==> src/rtl/dma_engineer_arbiter.sv <==
`default_nettype none
// +----------------------------------------------------------------------------+
// | Module      : dma_engineer_arbiter                                          |
// | Description : Round-robin arbiter sharing one DMA read engine among N_REQ   |
// |               layer controllers. Latches the winner's address/length,       |
// |               returns a zero-latency ack and routes beat strobes to the     |
// |               granted layer only. Read data is broadcast to all layers.     |
// | Options     : DMA_ARB_LEN_CHECK_EN - builds a beat counter that raises the  |
// |               sticky err_len flag when the eop beat count differs from the  |
// |               latched length. Undefined: err_len is tied to 0.              |
// | Revision    : 1.0 - initial release                                         |
// +----------------------------------------------------------------------------+
module dma_engineer_arbiter #(
  parameter int N_REQ  = 4,
  parameter int ADDR_W = 27,
  parameter int DATA_W = 512,
  parameter int IDX_W  = 2
) (
  input  logic                    clk,
  input  logic                    rst,
  input  logic [N_REQ-1:0]        lyr_req,
  input  logic [N_REQ*ADDR_W-1:0] lyr_start_addr,
  input  logic [N_REQ*ADDR_W-1:0] lyr_length,
  output logic [N_REQ-1:0]        lyr_ack,
  output logic [N_REQ-1:0]        lyr_dout_en,
  output logic [N_REQ-1:0]        lyr_dout_eop,
  output logic [DATA_W-1:0]       lyr_dout,
  output logic                    dma_engineer_req,
  input  logic                    dma_engineer_ack,
  output logic [ADDR_W-1:0]       dma_engineer_start_addr,
  output logic [ADDR_W-1:0]       dma_engineer_length,
  input  logic                    dma_engineer_dout_en,
  input  logic                    dma_engineer_dout_eop,
  input  logic [DATA_W-1:0]       dma_engineer_dout,
  output logic                    err_len,
  output logic                    busy
);

  localparam int SUM_W = IDX_W + 1;

  typedef enum logic [1:0] {
    ST_IDLE   = 2'd0,
    ST_REQ    = 2'd1,
    ST_STREAM = 2'd2
  } state_t;

  state_t            state_q, state_d;
  logic [IDX_W-1:0]  grant_q, grant_d;
  logic [IDX_W-1:0]  rr_ptr_q, rr_ptr_d;
  logic              req_q, req_d;
  logic [ADDR_W-1:0] addr_q, addr_d;
  logic [ADDR_W-1:0] len_q, len_d;

  logic [ADDR_W-1:0] w_addr_arr [N_REQ];
  logic [ADDR_W-1:0] w_len_arr  [N_REQ];

  logic              w_active;
  logic              w_ack_fire;
  logic              w_beat;
  logic              w_last;
  logic              w_found;
  logic [IDX_W-1:0]  w_winner;
  logic [IDX_W-1:0]  w_rr_next;

  // Split the packed per-layer address/length buses into indexable arrays.
  generate
    for (genvar i = 0; i < N_REQ; i++) begin : g_unpack
      assign w_addr_arr[i] = lyr_start_addr[i*ADDR_W +: ADDR_W];
      assign w_len_arr[i]  = lyr_length[i*ADDR_W +: ADDR_W];
    end
  endgenerate

  // Beats are only honoured while a transaction owns the engine; stray ones in IDLE vanish.
  assign w_active   = (state_q != ST_IDLE);
  assign w_ack_fire = (state_q == ST_REQ) && dma_engineer_ack;
  assign w_beat     = w_active && dma_engineer_dout_en;
  assign w_last     = w_beat && dma_engineer_dout_eop;
  assign w_rr_next  = (grant_q == IDX_W'(N_REQ - 1)) ? '0 : grant_q + IDX_W'(1);

  // Round-robin search: first set request at or after rr_ptr, wrapping modulo N_REQ.
  always_comb begin
    logic [SUM_W-1:0] idx;
    w_found  = 1'b0;
    w_winner = '0;
    idx      = '0;
    for (int k = 0; k < N_REQ; k++) begin
      idx = {1'b0, rr_ptr_q} + SUM_W'(k);
      if (idx >= SUM_W'(N_REQ)) begin
        idx = idx - SUM_W'(N_REQ);
      end
      if (!w_found && lyr_req[idx[IDX_W-1:0]]) begin
        w_found  = 1'b1;
        w_winner = idx[IDX_W-1:0];
      end
    end
  end

  // Per-layer ack and beat strobes: one-hot on the current grant.
  generate
    for (genvar i = 0; i < N_REQ; i++) begin : g_route
      assign lyr_ack[i]      = w_ack_fire && (grant_q == IDX_W'(i));
      assign lyr_dout_en[i]  = w_beat && (grant_q == IDX_W'(i));
      assign lyr_dout_eop[i] = w_last && (grant_q == IDX_W'(i));
    end
  endgenerate

  // Next-state logic for the grant FSM and its latched request fields.
  always_comb begin
    state_d  = state_q;
    grant_d  = grant_q;
    rr_ptr_d = rr_ptr_q;
    req_d    = req_q;
    addr_d   = addr_q;
    len_d    = len_q;
    case (state_q)
      ST_IDLE: begin
        if (w_found) begin
          grant_d = w_winner;
          addr_d  = w_addr_arr[w_winner];
          len_d   = w_len_arr[w_winner];
          req_d   = 1'b1;
          state_d = ST_REQ;
        end
      end
      ST_REQ: begin
        if (dma_engineer_ack) begin
          req_d = 1'b0;
          // A single-beat burst may finish in the very cycle it is accepted.
          if (w_last) begin
            state_d  = ST_IDLE;
            rr_ptr_d = w_rr_next;
          end else begin
            state_d = ST_STREAM;
          end
        end
      end
      ST_STREAM: begin
        if (w_last) begin
          state_d  = ST_IDLE;
          rr_ptr_d = w_rr_next;
        end
      end
      default: begin
        state_d = ST_IDLE;
        req_d   = 1'b0;
      end
    endcase
  end

  // FSM and latched request registers; reset aborts any burst in flight.
  always_ff @(posedge clk) begin
    if (rst) begin
      state_q  <= ST_IDLE;
      grant_q  <= '0;
      rr_ptr_q <= '0;
      req_q    <= 1'b0;
      addr_q   <= '0;
      len_q    <= '0;
    end else begin
      state_q  <= state_d;
      grant_q  <= grant_d;
      rr_ptr_q <= rr_ptr_d;
      req_q    <= req_d;
      addr_q   <= addr_d;
      len_q    <= len_d;
    end
  end

`ifdef DMA_ARB_LEN_CHECK_EN
  logic [ADDR_W-1:0] cnt_q, cnt_d;
  logic              err_q, err_d;

  // Count routed beats of the current burst and flag an eop that disagrees with the length.
  always_comb begin
    cnt_d = cnt_q;
    err_d = err_q;
    if ((state_q == ST_IDLE) && w_found) begin
      cnt_d = '0;
    end else if (w_beat) begin
      cnt_d = cnt_q + ADDR_W'(1);
    end
    if (w_last && ((cnt_q + ADDR_W'(1)) != len_q)) begin
      err_d = 1'b1;
    end
  end

  // Beat counter and sticky length-error flag.
  always_ff @(posedge clk) begin
    if (rst) begin
      cnt_q <= '0;
      err_q <= 1'b0;
    end else begin
      cnt_q <= cnt_d;
      err_q <= err_d;
    end
  end

  assign err_len = err_q;
`else
  assign err_len = 1'b0;
`endif

  assign lyr_dout                = dma_engineer_dout;
  assign dma_engineer_req        = req_q;
  assign dma_engineer_start_addr = addr_q;
  assign dma_engineer_length     = len_q;
  assign busy                    = w_active;

endmodule
`default_nettype wire

==> config.mk <==
export PLATFORM = sky130hd
export DESIGN_NAME = dma_engineer_arbiter
export DESIGN_NICKNAME = d
export VERILOG_FILES = /design/src/rtl/dma_engineer_arbiter.sv
export SDC_FILE = /design/constraint.sdc
export NUM_CORES = 1
export LEC_CHECK = 0
export CAP_MARGIN = 10
export CELL_PAD_IN_SITES_DETAIL_PLACEMENT = 1
export CELL_PAD_IN_SITES_GLOBAL_PLACEMENT = 1
export CORE_AREA = 2 2 508 510
export DETAILED_ROUTE_END_ITERATION = 12
export DIE_AREA = 0 0 510 512
export PLACE_DENSITY = 0.34
export SLEW_MARGIN = 20
export SYNTH_ARGS = -nofsm -noshare
export SYNTH_HDL_FRONTEND = slang
export SYNTH_SLANG_ARGS = --single-unit
==> constraint.sdc <==
create_clock -name clk -period 2.2 [get_ports clk]
set_input_delay 0.33 -clock clk [delete_from_list [all_inputs] [get_ports clk]]
set_output_delay 0.33 -clock clk [all_outputs]
set_load 0.1 [all_outputs]
==> impl_metrics.yaml, run 1 <==
detailed_routing:
  wl_met2_mm: 40.85
  dr_wl_met3_mm: 21.85
  drcViolationCount: 0
  drt_pass1_iterations: 4
  wl_met1_mm: 26.32
  drt_wl_total_mm: 99.31
  top_layer: "met5"
  vias_per_cell: 1.550
  detail-route-antenna-nets: 0
  drt-initial-drc-count: 352
  via_count: 6480
  wl_per_cell_microns: 23.76
synth:
  synth.yosys.seq_area_share_pct: 15.25
  syn_avg_cell_area_sq_um: 8.330
  ys_warn_count: 0
  syn-cell-area_sq_mm: 0.008005
  netlist_instances: 961
  ys_types: 47
  ys_ff_latch: 61
  synth-xor-area-share_pct: 0
  synth_top_family_by_area: "buffers and inverters"
  synth_compound_area_share_pct: 12.96
  yosys.area_share.simple_pct: 9.097
  synth_mux_area_share_pct: 9.503
  synth_nets: 1702
  synth_fa_ha_area_share_pct: 0.6252
place:
  postPlaceCellArea_sq_mm: 0.01186
  dp_hpwl_mm: 88.18
  dp.cells: 4158
  gp_congestion: 0.8027
  numPortBuffers: 292
worst_setup_path:
  r2r_setup_slack_ns: 0.08
  cp_slowest_cell: "clkdlybuf4s50_1"
  crit_type: "input pin to register"
  cp.required_ns: 2.47
  path_buf_inv: 3
  endpoint_kind: "register"
  rr_endpoint: "dma_engineer_start_addr[0]"
  rr_startpoint: "rr_ptr_q[1]"
  timing.reg2reg.worst_path_depth: 8
  critPathTopFamily: "buffers and inverters"
  slowest_delay_ns: 0.51
  cp_data_arrival_time_ns: 2.39
  start_kind: "input pin"
  path_cells: "clkdlybuf4s50_1, mux2i_2, or2_2, nand3_4, buf_12, mux2i_1, buf_4, o211ai_1"
  crit_fanout: 24
finish:
  final_cell_mix: "clkdlybuf4s50_1 (223), buf_4 (122), mux2i_1 (67)"
  syn2layout_area_growth_pct: 53.86
  fin_nets: 1528
  final_cells: 4180
  drive_gt1_share_pct: 27.15
  multi_input_area_sq_mm: 0.002718
  fillers: 30290
  seqCellArea_sq_mm: 0.001224
  final_cell_area_sq_mm: 0.01232
  layout_commonest_cell: "clkdlybuf4s50_1"
sta:
  finalHoldViolCount: 0
  setup_tns_ns: 0
  max_freq_mhz: 471.5
  setup_viol: 0
  period_minus_slack_ns: 2.121
  skew_ns: 0.02931
  maxSlewViolCount: 0
  rsz0062_at_grt: "yes"
  worst_slew_pin_slew_ns: 0.5033
  maxSlewHeadroom_pct: 66.30
  finalCritPeriodShare_pct: 96.39
cts:
  holdBufCountCts: 0
  clk_pin_slew_ns: 0.07
  cts_tree: "built"
  htree_levels: 3
  clk_latency_ns: 0.42
  clockBufferDepth: 2
  cts-buffers-inserted: 9
  cts_sinks: 61
  root_buffer: "clkbuf_16"
floorplanning:
  die_h_microns: 512
  dieArea_sq_mm: 0.2611
  pin_count: 1318
  core_area_sq_mm: 0.2558
  rows: 186
  start_util_pct: 3.130
  die_x_microns: 510
worst_hold_path:
  min_path_type: "input pin to register"
  whs_endpoint: "grant_q[0]"
  hold-path-cell-count: 3
  hold_path.startpoint: "rst"
global_route:
  grt_max_degree: 29
  gr-total-overflow: 0
  antenna_found_initial: 37
  grt_pass1_wl_mm: 114.8
  grt_use_total_pct: 7.309
  grt_pass1_vias: 6839
power:
  ir_worst_vdd_v: 0.0002828
  cellLeakagePower_nw: 3.524
  powerDensity_mw_per_mm2: 510.6
outcome:
  status: "finished clean"
run:
  max-cap-violations: 0
## kinds of logic after synthesis
kind of cell	Yosys count
buffers and inverters	571
flip-flops	61
other	1
AO/OA/AOI/OAI	134
AND/OR/NAND/NOR	114
adder cells (fa/ha/maj)	4
multiplexers	76
## layout make-up
cell class / instances / share of cell area (%)
clock inverters: 7 / 0.7924
multi-input cells: 329 / 22.06
repair buffers: 378 / 30.66
well taps: 3384 / 34.38
diodes: 4 / 0.08127
inverters: 8 / 0.2641
flip-flops and latches: 61 / 9.935
clock buffers: 9 / 1.829
## state kept, by name, summed over array words and instances (netlist names)
signal                   cells
dma_engineer_req             1
state_q                      2
rr_ptr_q                     2
dma_engineer_start_addr     27
dma_engineer_length         27
grant_q                      2
## worst max path at each step
stage / startpoint / to / cells past startpoint
2_1_floorplan: state_q[1] / lyr_dout_en[0] / 3
3_3_place_gp: lyr_req[2] / dma_engineer_start_addr[18] / 8
3_5_place_dp: lyr_req[2] / dma_engineer_length[16] / 7
4_1_cts: rr_ptr_q[1] / dma_engineer_length[23] / 8
5_1_grt: rr_ptr_q[1] / dma_engineer_start_addr[1] / 8
6_report: lyr_req[2] / dma_engineer_start_addr[25] / 8
## report_power, final
group | switching [mW] | internal (mW)
sequential | 0.107 | 1.24
clock | 0.889 | 1.00
combinational | 2.03 | 1.02
## worst reg2reg max path, delay by kind of cell (launching register included)
kind	cells	cell delay, ns
AND/OR/NAND/NOR	2	0.38
multiplexers	1	0.30
buffers and inverters	3	0.57
flip-flops	1	0.38
AO/OA/AOI/OAI	2	0.36
## timing repair
item | 4_1_cts | 5_1_grt
hold endpoints to repair | 0 | 0
setup endpoints to repair | 16 | 18
gates resized for setup | 15 | 10
setup buffers | 2 | 0
pin swaps | 2 | 1
## layer usage
layer	GRT usage, %	vias up
met5	0.01852	-
met4	6.711	24
met2	10.56	739
li1	-	2450
met3	7.035	441
met1	5.665	2826
## synthesized netlist by cell type, drive strengths merged
| cell type | number | area [sq um] |
|---|---|---|
| o31a | 13 | 113.9 |
| nand2b | 2 | 12.51 |
| o211ai | 4 | 30.03 |
| and4 | 29 | 254.0 |
| dfxtp | 61 | 1221 |
| a22oi | 1 | 7.510 |
| a211oi | 32 | 260.3 |
| o21ai | 32 | 182.7 |
| o21a | 1 | 7.510 |
| clkbuf | 26 | 107.6 |
| conb | 1 | 3.750 |
| or2 | 3 | 18.77 |
| o221ai | 36 | 321.6 |
| ha | 4 | 50.05 |
| o21bai | 1 | 7.510 |
| and3b | 1 | 8.760 |
| a21o | 1 | 7.510 |
| nand4 | 5 | 31.28 |
| nor3 | 1 | 5.000 |
| nand3 | 40 | 205.2 |
| nor4 | 1 | 12.51 |
| mux2i | 76 | 760.7 |
| nand2 | 8 | 37.54 |
| buf | 537 | 4066 |
| and2 | 8 | 50.05 |
| inv | 8 | 30.03 |
| a2111oi | 1 | 8.760 |
| nor2 | 6 | 27.52 |
| a211o | 3 | 26.28 |
| and2b | 1 | 7.510 |
| o31ai | 3 | 22.52 |
| nor3b | 1 | 7.510 |
| a21oi | 6 | 41.29 |
| and3 | 8 | 50.05 |
## per-stage QoR
step                total power [mW]  util (%)  setup slack, ns  hold slack, ns
floorplan                      7.320         -          0.06792          0.4296
global placement               4.524     4.639          -0.6790          0.4719
detailed placement             4.512     4.639          -0.6751          0.4800
CTS                            6.656     4.797        -0.004227          0.3920
global route                   6.688     4.813         -0.02774          0.4129
finish                         6.289     4.816          0.07931          0.4157
No activity file was read; power rests on OpenSTA's default activity.
==> run 2: changes to the inputs <==
--- a/config.mk
+++ b/config.mk
@@ -12,7 +12,7 @@
 export DETAILED_ROUTE_END_ITERATION = 12
 export DIE_AREA = 0 0 510 512
 export PLACE_DENSITY = 0.34
-export SLEW_MARGIN = 20
+export SLEW_MARGIN = 10
 export SYNTH_ARGS = -nofsm -noshare
 export SYNTH_HDL_FRONTEND = slang
 export SYNTH_SLANG_ARGS = --single-unit
==> results of run 2 <==
The final DEF is identical to that of run 1; final timing and power are the same.
==> run 3: changes to the inputs <==
--- a/config.mk
+++ b/config.mk
@@ -9,6 +9,7 @@
 export CELL_PAD_IN_SITES_DETAIL_PLACEMENT = 1
 export CELL_PAD_IN_SITES_GLOBAL_PLACEMENT = 1
 export CORE_AREA = 2 2 508 510
+export CTS_CLUSTER_SIZE = 14
 export DETAILED_ROUTE_END_ITERATION = 12
 export DIE_AREA = 0 0 510 512
 export PLACE_DENSITY = 0.34
==> results of run 3 <==
The final DEF is identical to that of run 1; final timing and power are the same.
